`config.mk`:
```
export PLATFORM = sky130hd
export DESIGN_NAME = vga_sync_gen
export DESIGN_NICKNAME = d
export VERILOG_FILES = /design/src/rtl/vga_sync_gen.sv
export SDC_FILE = /design/constraint.sdc
export NUM_CORES = 1
export LEC_CHECK = 0
export CORE_MARGIN = 3
export CORE_UTILIZATION = 33
export CTS_CLUSTER_SIZE = 20
export DETAILED_ROUTE_END_ITERATION = 16
export PLACE_DENSITY = 0.59
export SLEW_MARGIN = 25
export SYNTH_ARGS = -nofsm -noshare
export SYNTH_HDL_FRONTEND = slang
export SYNTH_SLANG_ARGS = --single-unit
```
`constraint.sdc`:
```
create_clock -name i_Clk -period 2.2 [get_ports i_Clk]
set_input_delay 0.22 -clock i_Clk [delete_from_list [all_inputs] [get_ports i_Clk]]
set_output_delay 0.22 -clock i_Clk [all_outputs]
set_load 0.02 [all_outputs]
```
`src/rtl/vga_sync_gen.sv`:
```
// vga_sync_gen: VGA raster timing (sync pulses, scan position, display_area, optional frame tick); optional tick enabled by VGA_FRAME_TICK_EN
//   ports: i_Clk pixel clock, i_Rst_n async active-low reset,
//          o_HSync/o_VSync syncs (asserted level SYNC_POL), pixel_x/pixel_y scan position,
//          display_area visible region, o_Frame_Tick one-clock pulse at start of vertical blanking
module vga_sync_gen #(
  parameter int H_ACTIVE = 640,
  parameter int H_FRONT  = 16,
  parameter int H_SYNC   = 96,
  parameter int H_BACK   = 48,
  parameter int V_ACTIVE = 480,
  parameter int V_FRONT  = 10,
  parameter int V_SYNC   = 2,
  parameter int V_BACK   = 33,
  parameter bit SYNC_POL = 1'b0
) (
  input  logic       i_Clk,
  input  logic       i_Rst_n,
  output logic       o_HSync,
  output logic       o_VSync,
  output logic [9:0] pixel_x,
  output logic [9:0] pixel_y,
  output logic       display_area,
  output logic       o_Frame_Tick
);
  typedef enum logic [1:0] {HS_ACT, HS_FP, HS_SYNC, HS_BP} h_state_t;
  typedef enum logic [1:0] {VS_ACT, VS_FP, VS_SYNC, VS_BP} v_state_t;
  h_state_t h_q, h_d;
  v_state_t v_q, v_d;
  logic [9:0] h_ph_q, h_ph_d, v_ph_q, v_ph_d, h_cnt_q, h_cnt_d, v_cnt_q, v_cnt_d;
  logic [9:0] h_last, v_last, pixel_x_q, pixel_y_q;
  logic h_end, h_wrap, v_end, da_q, da_d, hs_q, hs_d, vs_q, vs_d;
  always_comb begin
    h_last  = h_q == HS_ACT  ? 10'(H_ACTIVE - 1) :
              h_q == HS_FP   ? 10'(H_FRONT - 1)  :
              h_q == HS_SYNC ? 10'(H_SYNC - 1)   : 10'(H_BACK - 1);
    v_last  = v_q == VS_ACT  ? 10'(V_ACTIVE - 1) :
              v_q == VS_FP   ? 10'(V_FRONT - 1)  :
              v_q == VS_SYNC ? 10'(V_SYNC - 1)   : 10'(V_BACK - 1);
    h_end   = h_ph_q == h_last;
    h_wrap  = h_end && h_q == HS_BP;
    v_end   = h_wrap && v_ph_q == v_last;
    h_d     = h_end ? h_state_t'(h_q + 2'd1) : h_q;
    h_ph_d  = h_end ? '0 : h_ph_q + 10'd1;
    h_cnt_d = h_wrap ? '0 : h_cnt_q + 10'd1;
    v_d     = v_end ? v_state_t'(v_q + 2'd1) : v_q;
    v_ph_d  = v_end ? '0 : h_wrap ? v_ph_q + 10'd1 : v_ph_q;
    v_cnt_d = v_end && v_q == VS_BP ? '0 : h_wrap ? v_cnt_q + 10'd1 : v_cnt_q;
    da_d    = h_q == HS_ACT && v_q == VS_ACT;
    hs_d    = h_q == HS_SYNC ? SYNC_POL : ~SYNC_POL;
    vs_d    = v_q == VS_SYNC ? SYNC_POL : ~SYNC_POL;
  end
  always_ff @(posedge i_Clk or negedge i_Rst_n)
    if (!i_Rst_n) begin
      h_q       <= HS_ACT;
      v_q       <= VS_ACT;
      h_ph_q    <= '0;
      v_ph_q    <= '0;
      h_cnt_q   <= '0;
      v_cnt_q   <= '0;
      pixel_x_q <= '0;
      pixel_y_q <= '0;
      da_q      <= 1'b0;
      hs_q      <= ~SYNC_POL;
      vs_q      <= ~SYNC_POL;
    end else begin
      h_q       <= h_d;
      v_q       <= v_d;
      h_ph_q    <= h_ph_d;
      v_ph_q    <= v_ph_d;
      h_cnt_q   <= h_cnt_d;
      v_cnt_q   <= v_cnt_d;
      pixel_x_q <= h_cnt_q;
      pixel_y_q <= v_cnt_q;
      da_q      <= da_d;
      hs_q      <= hs_d;
      vs_q      <= vs_d;
    end
  assign pixel_x      = pixel_x_q;
  assign pixel_y      = pixel_y_q;
  assign display_area = da_q;
  assign o_HSync      = hs_q;
  assign o_VSync      = vs_q;
`ifdef VGA_FRAME_TICK_EN
  logic tick_q, tick_d;
  // first clock of the first front-porch line is column 0 of line V_ACTIVE
  always_comb tick_d = h_cnt_q == '0 && v_q == VS_FP && v_ph_q == '0;
  always_ff @(posedge i_Clk or negedge i_Rst_n)
    if (!i_Rst_n) tick_q <= 1'b0;
    else          tick_q <= tick_d;
  assign o_Frame_Tick = tick_q;
`else
  assign o_Frame_Tick = 1'b0;
`endif
endmodule

```
Word-level counts from Yosys, hierarchy flattened
Index checks and enable logic that the tools add are counted.
{"block": "word_totals", "elab_cells": 47, "mem_bits_ro": 0, "latch_bits": 0, "output_inout_bits": 24, "memories": 0, "regBits": 67, "input_bits": 2, "ramBits": 0}
{"block": "classes", "order_cmp": 0, "shift": 0, "reduce_logical": 8, "n_mul": 0, "mux": 14, "eq_ne": 8, "bitwise": 0, "div": 0, "add_sub_neg": 6}
{"op": "2-to-1 mux 10 bit", "count": 7}
{"op": "adder 10 x 1 -> 10 bit, second input constant", "count": 4}
{"op": "2-to-1 mux 7 bit", "count": 2}
{"op": "2-to-1 mux 6 bit", "count": 2}
{"op": "equality test 10 bit", "count": 1}
{"op": "equality test 10 x 9 -> 1 bit", "count": 1}
{"op": "2-to-1 mux 9 bit", "count": 1}
{"op": "equality test 2 bit, second input constant", "count": 4}
{"op": "adder 2 x 1 -> 2 bit, second input constant", "count": 2}
{"op": "equality test 2 x 1 -> 1 bit, second input constant", "count": 2}
{"op": "logical AND 1 bit", "count": 4}
{"op": "logical NOT 2 bit", "count": 2}
{"op": "nonzero test 2 bit", "count": 2}
{"op": "2-to-1 mux 1 bit", "count": 2}

Depth between registers and ports, before layout
{"block": "depth", "ltp_word": 9, "mapped_depth": 9, "mapped_depth_nobuf": 7}

Least setup slack after synthesis
OpenSTA, ideal clock, no wires.
{"block": "synth_timing", "path_type": "register -> register", "start": "register v_q[0]", "end": "register v_q[1]", "t_arrival_ps": 2061, "setup_time_ps": 128, "synth_period_minus_slack_ps": 2188, "t_required_ps": 2072, "path_stages_with_launch": 8, "path_buffers": 0, "slack_ps": 12, "path_cell_list": "dfrtp_1 > inv_1 > ha_1 > or4_4 > o22ai_4 > nand3_2 > nor2_2 > mux2_1"}
{"block": "synth_between", "elab_chain_cells": 6, "word_cells_on_any_way": 9, "classes_between": "add/sub: 1; eq/ne: 3; mux: 3; reduce/logical: 2"}
{"item": "from (decl)", "line_no": "28", "rtl": "v_state_t v_q, v_d;"}
{"item": "from (signal assigned)", "line_no": "67", "rtl": "v_q <= v_d;"}
{"item": "equality test 2 bit", "line_no": "38", "rtl": "v_q == VS_SYNC ? 10'(V_SYNC - 1) : 10'(V_BACK - 1);"}
{"item": "2-to-1 mux 6 bit", "line_no": "38"}
{"item": "2-to-1 mux 6 bit", "line_no": "37", "rtl": "v_q == VS_FP ? 10'(V_FRONT - 1) :"}
{"item": "2-to-1 mux 9 bit", "line_no": "36", "rtl": "v_last = v_q == VS_ACT ? 10'(V_ACTIVE - 1) :"}
{"item": "equality test 10 x 9 -> 1 bit", "line_no": "41", "rtl": "v_end = h_wrap && v_ph_q == v_last;"}
{"item": "logical AND 1 bit", "line_no": "41"}
Several ways; a longest one is shown, not always the timed one.
A chain may end at the register's enable or synchronous reset.

Worst setup path in the final report
{"block": "layout_timing", "start": "register v_q[0]", "end": "register v_cnt_q[0]"}
{"block": "layout_between", "elab_chain_cells": 8, "word_cells_on_any_way": 12, "classes_between": "eq/ne: 4; mux: 4; reduce/logical: 4"}
{"item": "equality test 2 bit", "line_no": "38"}
{"item": "2-to-1 mux 6 bit", "line_no": "38"}
{"item": "2-to-1 mux 6 bit", "line_no": "37"}
{"item": "2-to-1 mux 9 bit", "line_no": "36"}
{"item": "equality test 10 x 9 -> 1 bit", "line_no": "41"}
{"item": "logical AND 1 bit", "line_no": "41"}
{"item": "logical AND 1 bit (*)", "line_no": "47", "rtl": "v_cnt_d = v_end && v_q == VS_BP ? '0 : h_wrap ? v_cnt_q + 10'd1 : v_cnt_q;"}
{"item": "2-to-1 mux 10 bit or nonzero test 2 bit (tied branches)"}
{"item": "to (signal assigned)", "line_no": "71", "rtl": "v_cnt_q <= v_cnt_d;"}
{"item": "to (decl)", "line_no": "29", "rtl": "logic [9:0] h_ph_q, h_ph_d, v_ph_q, v_ph_d, h_cnt_q, h_cnt_d, v_cnt_q, v_cnt_d;"}
Mark *: on every way between the ends. The rest lies on a longest branch, timed or not.

==> impl_metrics.csv <==
group,metric,value,unit
status,run_status,"complete, no violations",
timing,fmax,479,MHz
global_routing,grt_pass1_wl,9.52,mm
timing,setup_slack,113,ps
critical_path,crit_type,"reg -> reg",
timing,hold_viol,0,
drt,drt-initial-drc-count,73,
yosys,ys.flop_type,"dfrtp_1",
timing,maxSlewHeadroom,53.3,%
final_layout,drive_gt1_share,17.0,%
yosys,synthArstFlopShare,100,%
critical_path,cp-startpoint,"v_q[0]",
die,die_y,101,um
global_routing,grt_util_met2,17.5,%
yosys,synthTopCellsByArea,"dfrtp_1, ha_1, xnor2_1",
timing,skew,9.54,ps
die,initial_core_util,35.0,%
final_layout,layout_commonest_cell,"dfrtp_1",
critical_path,required,2440,ps
placed_design,port_buffers,24,
timing,rsz0062_at_grt,"no",
global_routing,grt-busiest-layer,"met2",
clocking,cts-root-buf,"clkbuf_8",
global_routing,met3_usage,4.57,%
placed_design,place_congestion,0.863,
drt,antenna_left,0,
timing,drv_slew,0,
yosys,yosysWarningCount,0,
yosys,synth_top_area_cell,"dfrtp_1",
yosys,synth.avg_cell_area,11.0,um^2
drt,routed_wirelength,5.34,mm
clocking,clockBufferDepth,2,
clocking,path_clk_slew,80,ps
yosys,synth_edf_count,0,
critical_path,crit_buf_inv,1,
yosys,synth_cell_types,46,
power,powerDensity,616,mW/mm^2
clocking,cts_buffers,9,
yosys,synth-seq-area-share,56.6,%
critical_path,critPathCaptureType,"flop",
final_layout,mostFrequentLayoutCells,"dfrtp_1, clkdlybuf4s50_1, nor2_1",
die,rows,33,
critical_path,cp_cell_sequence,"inv_1 > ha_2 > or4_4 > o22ai_4 > and4_4 > nor2_4 > mux2_2",
die,die-area,0.0102,mm^2
yosys,syn_nets,285,
critical_path,cp_slowest_stage_delay,540,ps
die,core-area,0.00846,mm^2
timing,fin_crit_sh,94.9,%
timing,setup_violations,0,
global_routing,grt_pass1_vias,2026,
drt,viasPerCell,4.75,
clocking,clock_sinks,67,
drt,drc,0,
drt,routedWlPerCell,12.5,um
critical_path,reg2reg_from,"v_q[0]",
placed_design,pre_cts_slack,13.4,ps
timing,period_minus_slack,2090,ps
critical_path,crit_fanout,7,
die,die_x,101,um
placed_design,dpl.hpwl,3.79,mm
yosys,yosys.area.top_type_share,54.8,%
die,io_pins,26,
yosys,netlist_area,0.00297,mm^2
clocking,cts_tree,"yes",
critical_path,critical_path_arrival,2320,ps
global_routing,grt_util_met1,16.0,%
min_path,hold_path_class,"reg -> reg",
drt,dr_total_vias,2033,
yosys,syn_inst,270,
clocking,clock_latency,340,ps
final_layout,area_delta_synth_final,25.0,%
yosys,synth-seq-cells,67,
power,ir_worst_vdd,0.290,mV
final_layout,diodes,0,
power,p_leak,1.62,nW
final_layout,nets,333,
critical_path,slowest_stage,"or4_4",
global_routing,grt.overflow.total,0,
global_routing,antenna_found_initial,0,
critical_path,path_delay_family,"simple AND/OR/NAND/NOR gates",
global_routing,grt_max_degree,30,
timing,tns,0,ps
flow_run,drv_cap,0,
min_path,min-delay-start,"h_cnt_q[9]",
clocking,htree_levels,3,
critical_path,start_kind,"flop",
timing,tightest_slew,701,ps
drt,first_pass_iters,4,
global_routing,gr-usage-all-layers,12.0,%
-- what timing repair did --
| item | in CTS | in global routing |
|---|---|---|
| hold buffers | 1 | 0 |
| setup endpoints to repair | 0 | 23 |
| setup buffers | 0 | 5 |
| gates resized for setup | 0 | 10 |
| endpoints found under the hold margin | 25 | 0 |
-- power by group --
part,total (mW),switching [mW],internal (mW)
clock network,1.02,0.491,0.530
logic,0.0334,0.0257,0.00761
registers,1.23,0,1.23
total,2.29,0.516,1.77
-- metrics by stage --
stage          std cells  cell area, um^2  utilization (%)  hold WS (ps)  total power, mW
2_1_floorplan        270             2970                -         -75.6             1.26
3_5_place_dp         406             3430             40.5           304             1.29
5_1_grt              428             3710             43.8           418             2.39
6_report             428             3710             43.8           404             2.29
4_1_cts              423             3640             43.0           414             2.33
3_3_place_gp         406             3430             40.5           303             1.29
-- worst reg2reg max path, delay by kind of cell (launching register included) --
kind | cells | cell delay (ps)
multiplexers | 1 | 250
buffers and inverters | 1 | 90
AND/OR/NAND/NOR | 3 | 900
adder cells (fa/ha/maj) | 1 | 220
flip-flops | 1 | 350
AO/OA/AOI/OAI | 1 | 170
-- flip-flops by register name (all words and copies together), names as in the netlist --
name,flops
v_q,2
pixel_y,10
h_ph_q,10
v_ph_q,10
h_q,2
display_area,1
v_cnt_q,10
o_HSync,1
h_cnt_q,10
o_VSync,1
pixel_x,10
-- cells in the mapped netlist, types with 2 or more instances --
cell type,number
nor2_2,2
a21oi_1,7
a22o_1,6
or2_2,2
buf_2,3
xor2_1,8
and2_1,4
inv_1,11
nand4_1,3
clkbuf_1,2
nand2_1,21
or3_1,4
nor2b_1,4
xnor2_1,13
a31oi_1,2
ha_1,13
o21a_1,2
dfrtp_1,65
and4_1,2
nand3_1,21
nor2_1,22
nand3b_1,2
o21ai_0,15
and3_1,8
or3b_1,2
dfstp_2,2
nor3_1,5
-- final cells by class --
type                       instances  area (um^2)
tap                              105          131
clock inverter                     7         77.6
inverter                          11         41.3
fill                             783         4760
clock buffer                       9          124
multi-input combinational        186         1250
sequential                        67         1680
timing repair buffer              43          409
-- final timing paths --
path                         endpoint  slack [ps]  cells after the start
setup / recovery           v_cnt_q[0]         110                      7
hold / removal             pixel_x[9]         400                      0
setup reg to reg           v_cnt_q[0]         110                      7
hold reg to reg            pixel_x[9]         400                      0
max in group asynchronous     o_HSync        1090                      3
min in group asynchronous  pixel_x[8]         460                      2
-- cells by family after synthesis --
group / after synthesis / share of synthesized area, %
AOI/OAI and AO/OA: 41 / 9.45
xor gates and xnor gates: 21 / 6.20
adders and majority gates: 13 / 5.48
buffers and inverters: 17 / 2.40
DFF: 67 / 56.6
muxes: 2 / 0.759
other: 1 / 0.126
and+or+nand+nor: 108 / 19.0
-- layer usage --
layer / up-vias / share of wire [%] / routed length, um
met5: - / 0 / 0
met4: 0 / 0.49 / 26
met3: 2 / 5.2 / 280
met2: 42 / 45 / 2430
met1: 960 / 49 / 2610
li1: 1029 / - / -
Note: power is estimated with default switching activity, not from simulation.
